## src/rtl/mpc_types.sv

```systemverilog
// Shared types for the meta lookup controller: array geometry, meta entry layout,
// lookup FSM states and the response bundle.
package mpc_types;

    localparam int SET_W     = 3;
    localparam int WAY_NUM   = 4;
    localparam int WAY_IDX_W = 2;
    localparam int TAG_W     = 20;
    localparam int META_W    = TAG_W + 2;

    typedef struct packed {
        logic             valid;
        logic             dirty;
        logic [TAG_W-1:0] tag;
    } meta_entry_t;

    typedef enum logic [2:0] {
        ST_IDLE = 3'd0,
        ST_RD   = 3'd1,
        ST_CMP  = 3'd2,
        ST_WR   = 3'd3,
        ST_RSP  = 3'd4
    } lookup_state_e;

    typedef struct packed {
        logic                 hit;
        logic [WAY_IDX_W-1:0] way;
        logic                 evict;
        logic [TAG_W-1:0]     evict_tag;
        logic                 evict_dirty;
    } lookup_rsp_t;

    function automatic logic [WAY_NUM-1:0] way_onehot(input logic [WAY_IDX_W-1:0] idx);
        logic [WAY_NUM-1:0] oh;
        oh      = '0;
        oh[idx] = 1'b1;
        return oh;
    endfunction

endpackage

```

## src/rtl/meta_victim_sel.sv

```systemverilog
// Victim way selection: lowest-index invalid way, or the round-robin way when the set is full.
module meta_victim_sel
    import mpc_types::*;
(
    input  logic [WAY_NUM-1:0]   valid,
    input  logic [WAY_IDX_W-1:0] rr_ptr,
    output logic [WAY_NUM-1:0]   victim_oh,
    output logic [WAY_IDX_W-1:0] victim_idx,
    output logic                 all_valid
);

    always_comb begin
        all_valid  = &valid;
        victim_idx = rr_ptr;
        if (!all_valid) begin
            // Descending scan so the lowest invalid index is the last one written.
            for (int w = WAY_NUM - 1; w >= 0; w--) begin
                if (!valid[w]) victim_idx = WAY_IDX_W'(w);
            end
        end
        victim_oh = way_onehot(victim_idx);
    end

endmodule

```

## src/rtl/meta_lookup_ctrl.sv

```systemverilog
// Meta array lookup controller: one tag lookup in flight, hit/miss report, victim allocation.
// Optional perf counters are built when MPC_META_LOOKUP_PERF_EN is defined.
module meta_lookup_ctrl
    import mpc_types::*;
(
    input  logic                           clk,
    input  logic                           rst,
    input  logic                           req_valid,
    output logic                           req_ready,
    input  logic [SET_W-1:0]               req_set,
    input  logic [TAG_W-1:0]               req_tag,
    input  logic                           req_write,
    input  logic                           req_alloc,
    output logic                           meta_read_valid,
    input  logic                           meta_read_ready,
    output logic [SET_W-1:0]               meta_read_set,
    input  logic [WAY_NUM-1:0][META_W-1:0] meta_read_rsp,
    output logic                           meta_write_valid,
    input  logic                           meta_write_ready,
    output logic [SET_W-1:0]               meta_write_set,
    output logic [WAY_NUM-1:0]             meta_write_way_en,
    output logic [META_W-1:0]              meta_write_data,
    output logic                           rsp_valid,
    input  logic                           rsp_ready,
    output logic                           rsp_hit,
    output logic [WAY_IDX_W-1:0]           rsp_way,
    output logic                           rsp_evict,
    output logic [TAG_W-1:0]               rsp_evict_tag,
    output logic                           rsp_evict_dirty,
`ifdef MPC_META_LOOKUP_PERF_EN
    output logic [31:0]                    perf_hit_cnt,
    output logic [31:0]                    perf_miss_cnt,
    output logic [31:0]                    perf_evict_cnt,
`endif
    output lookup_state_e                  dbg_state
);

    // Every channel transfers on a cycle where valid and ready are both high; a valid
    // side holds its payload unchanged until that cycle and never withdraws early.

    lookup_state_e        state;
    logic [SET_W-1:0]     lat_set;
    logic [TAG_W-1:0]     lat_tag;
    logic                 lat_write;
    logic                 lat_alloc;
    logic                 wr_evict;
    lookup_rsp_t          rsp_q;
    logic [WAY_IDX_W-1:0] rr_ptr [1 << SET_W];

    meta_entry_t [WAY_NUM-1:0] ent;
    logic [WAY_NUM-1:0]        valid_vec;
    logic                      hit;
    logic [WAY_IDX_W-1:0]      hit_way;
    logic [WAY_NUM-1:0]        victim_oh;
    logic [WAY_IDX_W-1:0]      victim_idx;
    logic                      all_valid;

    always_comb begin
        hit       = 1'b0;
        hit_way   = '0;
        valid_vec = '0;
        ent       = '0;
        for (int w = WAY_NUM - 1; w >= 0; w--) begin
            ent[w]       = meta_entry_t'(meta_read_rsp[w]);
            valid_vec[w] = ent[w].valid;
            if (ent[w].valid && ent[w].tag == lat_tag) begin
                hit     = 1'b1;
                hit_way = WAY_IDX_W'(w);
            end
        end
    end

    meta_victim_sel u_victim_sel (
        .valid      (valid_vec),
        .rr_ptr     (rr_ptr[lat_set]),
        .victim_oh  (victim_oh),
        .victim_idx (victim_idx),
        .all_valid  (all_valid)
    );

    always_ff @(posedge clk or posedge rst) begin
        if (rst) begin
            state             <= ST_IDLE;
            req_ready         <= 1'b1;
            lat_set           <= '0;
            lat_tag           <= '0;
            lat_write         <= 1'b0;
            lat_alloc         <= 1'b0;
            wr_evict          <= 1'b0;
            meta_read_valid   <= 1'b0;
            meta_read_set     <= '0;
            meta_write_valid  <= 1'b0;
            meta_write_set    <= '0;
            meta_write_way_en <= '0;
            meta_write_data   <= '0;
            rsp_valid         <= 1'b0;
            rsp_q             <= '0;
            for (int s = 0; s < (1 << SET_W); s++) rr_ptr[s] <= '0;
        end else begin
            case (state)
                ST_IDLE: if (req_valid) begin
                    lat_set         <= req_set;
                    lat_tag         <= req_tag;
                    lat_write       <= req_write;
                    lat_alloc       <= req_alloc;
                    req_ready       <= 1'b0;
                    meta_read_valid <= 1'b1;
                    meta_read_set   <= req_set;
                    state           <= ST_RD;
                end
                ST_RD: if (meta_read_ready) begin
                    meta_read_valid <= 1'b0;
                    state           <= ST_CMP;
                end
                ST_CMP: begin
                    rsp_q <= '0;
                    if (hit) begin
                        rsp_q.hit <= 1'b1;
                        rsp_q.way <= hit_way;
                        if (lat_write && !ent[hit_way].dirty) begin
                            wr_evict          <= 1'b0;
                            meta_write_valid  <= 1'b1;
                            meta_write_set    <= lat_set;
                            meta_write_way_en <= way_onehot(hit_way);
                            meta_write_data   <= {1'b1, 1'b1, lat_tag};
                            state             <= ST_WR;
                        end else begin
                            rsp_valid <= 1'b1;
                            state     <= ST_RSP;
                        end
                    end else if (lat_alloc) begin
                        // A victim is only ever valid when the whole set is valid.
                        rsp_q.way         <= victim_idx;
                        rsp_q.evict       <= all_valid;
                        rsp_q.evict_tag   <= all_valid ? ent[victim_idx].tag : '0;
                        rsp_q.evict_dirty <= all_valid & ent[victim_idx].dirty;
                        wr_evict          <= all_valid;
                        meta_write_valid  <= 1'b1;
                        meta_write_set    <= lat_set;
                        meta_write_way_en <= victim_oh;
                        meta_write_data   <= {1'b1, lat_write, lat_tag};
                        state             <= ST_WR;
                    end else begin
                        rsp_valid <= 1'b1;
                        state     <= ST_RSP;
                    end
                end
                ST_WR: if (meta_write_ready) begin
                    meta_write_valid  <= 1'b0;
                    meta_write_way_en <= '0;
                    meta_write_data   <= '0;
                    if (wr_evict) rr_ptr[lat_set] <= rr_ptr[lat_set] + WAY_IDX_W'(1);
                    rsp_valid         <= 1'b1;
                    state             <= ST_RSP;
                end
                ST_RSP: if (rsp_ready) begin
                    rsp_valid <= 1'b0;
                    req_ready <= 1'b1;
                    state     <= ST_IDLE;
                end
                default: state <= ST_IDLE;
            endcase
        end
    end

    assign rsp_hit         = rsp_q.hit;
    assign rsp_way         = rsp_q.way;
    assign rsp_evict       = rsp_q.evict;
    assign rsp_evict_tag   = rsp_q.evict_tag;
    assign rsp_evict_dirty = rsp_q.evict_dirty;
    assign dbg_state       = state;

`ifdef MPC_META_LOOKUP_PERF_EN
    always_ff @(posedge clk or posedge rst) begin
        if (rst) begin
            perf_hit_cnt   <= '0;
            perf_miss_cnt  <= '0;
            perf_evict_cnt <= '0;
        end else if (rsp_valid && rsp_ready) begin
            if (rsp_q.hit && perf_hit_cnt != '1) perf_hit_cnt <= perf_hit_cnt + 32'd1;
            if (!rsp_q.hit && perf_miss_cnt != '1) perf_miss_cnt <= perf_miss_cnt + 32'd1;
            if (rsp_q.evict && perf_evict_cnt != '1) perf_evict_cnt <= perf_evict_cnt + 32'd1;
        end
    end
`endif

endmodule
```

## config.mk

```make
export PLATFORM = sky130hd
export DESIGN_NAME = meta_lookup_ctrl
export DESIGN_NICKNAME = d
export VERILOG_FILES = /design/src/rtl/mpc_types.sv /design/src/rtl/meta_victim_sel.sv /design/src/rtl/meta_lookup_ctrl.sv
export SDC_FILE = /design/constraint.sdc
export NUM_CORES = 1
export LEC_CHECK = 0
export CORE_MARGIN = 1
export CORE_UTILIZATION = 52
export CTS_BUF_LIST = sky130_fd_sc_hd__clkbuf_4 sky130_fd_sc_hd__clkbuf_8 sky130_fd_sc_hd__clkbuf_16
export CTS_CLUSTER_DIAMETER = 30
export CTS_CLUSTER_SIZE = 16
export DETAILED_ROUTE_END_ITERATION = 10
export PLACE_DENSITY = 0.87
export SYNTH_ARGS = -nofsm -noshare
export SYNTH_HDL_FRONTEND = slang
export SYNTH_HIERARCHICAL = 1
export SYNTH_SLANG_ARGS = --single-unit
```

## constraint.sdc

```tcl
create_clock -name clk -period 6.2 [get_ports clk]
set_input_delay 1.24 -clock clk [delete_from_list [all_inputs] [get_ports clk]]
set_output_delay 1.24 -clock clk [all_outputs]
set_load 0.02 [all_outputs]
```

; ---- Yosys cells after proc, flatten, opt, wreduce, memory -nomap -nowiden
; Index checks and enable logic that the tools add are counted.
[word_totals]
ff_bits = 103
output_inout_bits = 64
word_cells = 149
[classes]
add_sub_neg = 1
order_cmp = 6
n_eq_ne = 17
mux = 73
n_bitwise = 2
n_reduce_logical = 24
[op_table]
columns = operator, n
row1 = $mux 22, 5
row2 = $bmux 22 s2, 2
row3 = $eq 20x20->1, 4
row4 = $pmux 22 s2, 1
row5 = $mux 21, 2
row6 = $mux 3, 10
row7 = $mux 2, 13
row8 = $mux 24, 1
row9 = $mux 1, 23
row10 = $mux 20, 1
row11 = $bwmux 16, 1
row12 = $mux 4, 4
row13 = $pmux 3 s5, 1
row14 = $ne 3x3->1 const B, 4
row15 = $reduce_and 3->1, 4
row16 = $reduce_and 4->1, 3
row17 = $logic_and 1x1->1, 8
row18 = $ne 2x2->1 const B, 4
row19 = $pmux 4 s2, 1
row20 = $reduce_bool 2->1, 4
row21 = $bmux 2 s3, 1
row22 = $demux 2 s3, 1
row23 = $eq 3x2->1 const B, 2
row24 = $lt 2x3->1 const B, 2
row25 = 17 further kinds, 21

; ---- Longest topological paths before layout
[depth]
depth_word = 16
mapped_depth = 14

; ---- Modules after synthesis
; The synthesis kept the hierarchy.
[by_module_without_submodules]
columns = mod, n_inst, cells_per_inst, area_each_um2
row1 = meta_lookup_ctrl, 1, 612, 6254.7
row2 = meta_victim_sel, 1, 17, 92.6

; ---- Worst setup path after synthesis
; OpenSTA, ideal clock, no wires.
[synth_timing]
kind = input -> register
from = in meta_read_rsp[26] in the netlist's numbering
to = reg meta_write_set[0]
setup_time_ns = 0.125
arrival_ns = 3.595
required_ns = 6.075
setup_slack_ns = 2.480
cell_stages = 10
cell_sequence = xor2_1 > or4_1 > or4_4 > o21ai_0 > o32a_1 > and4_1 > o21ba_1 > buf_6 > buf_12 > mux2_4
[synth_via]
elab_chain_len = 10
[synth_lines]
columns = item, line
row1 = start: declaration, meta_lookup_ctrl.sv:17  ; input logic [WAY_NUM-1:0][META_W-1:0] meta_read_rsp,
row2 = $eq 20x20->1 (*), meta_lookup_ctrl.sv:66  ; if (ent[w].valid && ent[w].tag == lat_tag) begin
row3 = $logic_and 1x1->1 (*), meta_lookup_ctrl.sv:66
row4 = $mux 2 (2 in series), meta_lookup_ctrl.sv:66
row5 = $bmux 22 s2, meta_lookup_ctrl.sv:120  ; if (lat_write && !ent[hit_way].dirty) begin
row6 = $mux 21 (implied by the code), meta_lookup_ctrl.sv:120
row7 = $logic_not 1->1, meta_lookup_ctrl.sv:120
row8 = $logic_and 1x1->1, meta_lookup_ctrl.sv:120
row9 = $ne 2x1->1 (no line), --
row10 = $reduce_and 3->1 (no line), --
row11 = end signal: assignment, meta_lookup_ctrl.sv:123  ; meta_write_set <= lat_set;
row12 = end signal: assignment, meta_lookup_ctrl.sv:139  ; meta_write_set <= lat_set;
row13 = end: declaration, meta_lookup_ctrl.sv:20  ; output logic [SET_W-1:0] meta_write_set,
; Every way passes the cells marked *; elsewhere a longest branch is shown, timed or not. The select of a mux whose other input is x is not followed.
; A chain may end at the register's enable or synchronous reset.

; ---- Final worst setup path
[layout_timing]
from = in meta_read_rsp[24] in the netlist's numbering
to = reg meta_write_data[5]
[layout_via]
elab_chain_len = 10
[layout_lines]
columns = item, line
row1 = $eq 20x20->1 (*), meta_lookup_ctrl.sv:66
row2 = $logic_and 1x1->1 (*), meta_lookup_ctrl.sv:66
row3 = $mux 2 (2 in series), meta_lookup_ctrl.sv:66
row4 = $bmux 22 s2, meta_lookup_ctrl.sv:120
row5 = $mux 21 (implied by the code), meta_lookup_ctrl.sv:120
row6 = $logic_not 1->1, meta_lookup_ctrl.sv:120
row7 = $logic_and 1x1->1, meta_lookup_ctrl.sv:120
row8 = $ne 3x3->1 (no line), --
row9 = $reduce_and 4->1 (no line), --
row10 = end signal: assignment, meta_lookup_ctrl.sv:125  ; meta_write_data <= {1'b1, 1'b1, lat_tag};
row11 = end signal: assignment, meta_lookup_ctrl.sv:141  ; meta_write_data <= {1'b1, lat_write, lat_tag};
row12 = end: declaration, meta_lookup_ctrl.sv:22  ; output logic [META_W-1:0] meta_write_data,
; Marks and branches as above.

==> metrics.md <==
| Metric | Value |
|---|---|
| Die area | 12,700 sq um |
| Hold buffer count at CTS | 0 |
| Number of top-level design ports | 183 |
| Unrepaired setup endpoints after global routing | no |
| Startpoint type of the worst setup path | input pin |
| Max Clock Freq | 223 MHz |
| Netlist Area Pre-Place | 6350 sq um |
| Reg2reg path depth | 12 |
| Headroom to the max-slew limit | 0.308 |
| Final hold violation count | 0 |
| Number of synthesized register bits | 102 |
| Number of instances in the synthesized netlist | 629 |
| Reg clk slew, reported paths | 0.07 ns |
| Gates resized, CTS repair | 0 |
| Part of the Yosys area used for sequential elements | 0.402 |
| Starting density of the core | 0.544 |
| Vias | 5,576 |
| Leak pwr | 3.40 nW |
| Clock Skews | 0.0120 ns |
| Part of the cycle the worst path needs | 0.723 |
| Clock tree from TritonCTS | done |
| Number of diodes | 0 |
| Global-route wire length before repair | 31,100 microns |
| Detail-routed via count per cell | 6.02 |
| Worst-path maximum fanout | 19 |
| Clock tree buffer depth | 2 |
| Via count of the first global-routing pass | 5,534 |
| Ratio of cells with drive above 1 in the final layout | 0.120 |
| Drt initial violations | 393 |
| Initial antenna violation count | 0 |
| Number of violations of the max-capacitance limit | 0 |
| Largest net degree at the start of global routing | 55 |
| Post-synthesis average cell area | 10.1 sq um |
| Core region area | 11,700 sq um |
| Syn_nets | 748 |
| Fill count | 826 |
| Kind of end point of the critical path | flop |
| Floorplan die height | 112 microns |
| Most used flip-flop cell after synthesis | dfrtp_1 |
| Clock period minus final worst setup slack | 4.48 ns |
| CTS buffer count | 9 |
| Peak supply drop | 0.000300 V |
| Maximum level of the CTS H-tree | 3 |
| Number of distinct library cells after synthesis | 62 |
| Clock sinks | 102 |
| Routed wire per std cell | 21.8 microns |
| Combined global-route utilization of all metal layers | 0.326 |
| Worst setup path category | input pin to flop |
| Post-CTS repair timing setup buffer count | 0 |
| Post-route DRC violation count | 0 |
| Data required, critical path | 6.47 ns |
| Die X-Extent | 112 microns |
| Site Rows | 39 |
| Number of enable flip-flop cells after synthesis | 0 |
| Result of the run | finished clean |
| Power, Total | 3.48 mW |
| Slew Limit Fails | 0 |
| Ys Warns | 6 |
| TNS Setup | 0 ns |
| Count of nets after finishing | 898 |
| HPWL after DPL | 16,200 microns |
| Power per unit of standard cell area | 414 nW/um^2 |
| Final routed wirelength across all metal layers | 20,200 microns |
| Clock network latency to the later pin of the worst-skew pair | 0.36 ns |
| Worst hold stages | 2 |
| Final global-route overflow total | 0 |
| Count of antenna-violating nets left after detailed routing | 0 |
| Critical path data arrival time | 4.75 ns |
| RePlAce Congestion | 0.963 |
| Detailed-router iteration count before antenna repair | 7 |
| Buffer type at the clock tree root | clkbuf_16 |
| Final setup violation count | 0 |
| Synth-to-layout area growth | 32.5% |
| Number of buffers added on ports | 182 |
| Worst min-delay path category | flop to flop |
| Actual transition at the worst max-transition pin | 1.03 ns |
| Async set-or-reset flop fraction in the synthesized netlist | 1.00 |
## worst paths after layout
kind | slack [ns] | endpoint | start
max in group asynchronous | 3.79 | rsp_evict_tag[11]$_DFFE_PP0P_ | rst
setup reg to reg | 2.28 | rsp_evict_tag[15]$_DFFE_PP0P_ | lat_set[1]$_DFFE_PP0P_
hold / removal | 0.48 | rsp_way[1]$_DFFE_PP0P_ | rsp_way[1]$_DFFE_PP0P_
setup / recovery | 1.72 | meta_write_data[5]$_DFFE_PP0P_ | meta_read_rsp[24]
hold reg to reg | 0.48 | rsp_way[1]$_DFFE_PP0P_ | rsp_way[1]$_DFFE_PP0P_
min in group asynchronous | 1.34 | lat_set[2]$_DFFE_PP0P_ | rst
## report_power, final
| part | internal, mW | switching [mW] |
|---|---|---|
| Combinational | 0.809 | 0.858 |
| Sequential | 0.904 | 0.356 |
| Clock | 0.292 | 0.262 |
## placed cells by master (no fill, tap or decap), types with 3 or more instances in the layout
master | synthesis | routed
and2_1 | 3 | 3
mux4_2 | 21 | 21
nor4b_1 | 4 | 4
xnor2_1 | 60 | 60
or4_1 | 4 | 4
a22oi_1 | 3 | 3
nor2_1 | 18 | 18
inv_1 | 29 | 28
mux2_2 | 39 | 39
a21oi_1 | 11 | 11
buf_4 | 2 | 6
nor4_1 | 7 | 7
and4_1 | 7 | 7
mux2i_1 | 28 | 28
nand4_1 | 23 | 23
dfrtp_1 | 101 | 101
clkdlybuf4s50_1 | 0 | 182
xor2_1 | 22 | 22
clkbuf_16 | 0 | 9
nand2_1 | 100 | 100
o21ai_0 | 38 | 38
nand3_1 | 12 | 12
## cell type report
cell class	count	area [sq um]	share of cell area
Tap cell	143	179	0.0213
Multi-Input combinational cell	449	3410	0.406
Sequential cell	102	2550	0.304
Clock inverter	5	41.3	0.00491
Inverter	29	111	0.0132
Clock buffer	11	246	0.0293
Timing Repair Buffer	188	1870	0.222
## flip-flops by register name, indices dropped and copies added, names as in the netlist, 2 cells and up
name / count
meta_write_way_en: 4
lat_tag: 20
dbg_state: 3
rsp_evict_tag: 20
rr_ptr: 16
meta_write_set: 3
rsp_way: 2
lat_set: 3
meta_write_data: 22
## cell usage after synthesis, types with 3 or more instances
master | count | area (sq um)
mux4_2 | 21 | 473
nand2_1 | 100 | 375
xor2_1 | 22 | 193
mux2_2 | 39 | 439
nor2_1 | 18 | 67.6
buf_6 | 6 | 67.6
or4_1 | 4 | 30.0
inv_1 | 29 | 109
dfrtp_1 | 101 | 2530
nor4_1 | 7 | 43.8
xnor2_1 | 60 | 526
mux2i_1 | 28 | 280
clkbuf_1 | 20 | 75.1
o21ai_0 | 38 | 190
buf_1 | 4 | 15.0
nand4_1 | 23 | 144
a21oi_1 | 11 | 55.1
buf_2 | 16 | 80.1
and4_1 | 7 | 61.3
a22oi_1 | 3 | 22.5
and2_1 | 3 | 18.8
nand3_1 | 12 | 60.1
nor4b_1 | 4 | 35.0
## routing by layer
metal / part of all wire / track usage / vias up
met5: 0 / 0 / -
met4: 0.018 / 0.104 / 0
met3: 0.065 / 0.0373 / 27
met2: 0.48 / 0.537 / 256
met1: 0.43 / 0.455 / 2803
li1: - / - / 2490
## metrics by stage
stage               setup slack [ns]  instance area, sq um  utilization  hold WS (ns)  cells
floorplan                       2.29                  6350            -         0.444    629
global placement                1.53                  8120        0.696         0.457    911
detailed placement              1.40                  8120        0.696         0.472    911
CTS                             1.73                  8410        0.721         0.488    927
global route                    1.54                  8410        0.721         0.510    927
finish                          1.72                  8410        0.721         0.485    927
## critical path: stages
cell	delay, ns
clkdlybuf4s50_1	0.46
xor2_1	0.19
or4_1	0.53
or4_4	0.56
o21ai_0	0.23
o32a_1	0.19
and4_1	0.22
o21ba_2	0.52
buf_4	0.37
mux2i_1	0.23
## kinds of logic (layout without fill, tap and decap cells)
| family | Yosys count | in the layout | share of synthesized area |
|---|---|---|---|
| multiplexers | 89 | 89 | 0.190 |
| XOR/XNOR | 82 | 82 | 0.113 |
| flip-flops | 102 | 102 | 0.402 |
| AO/OA/AOI/OAI | 73 | 73 | 0.0700 |
| AND/OR/NAND/NOR | 205 | 205 | 0.164 |
| buffers and inverters | 78 | 233 | 0.0601 |
(Power assumes the default switching activity.)
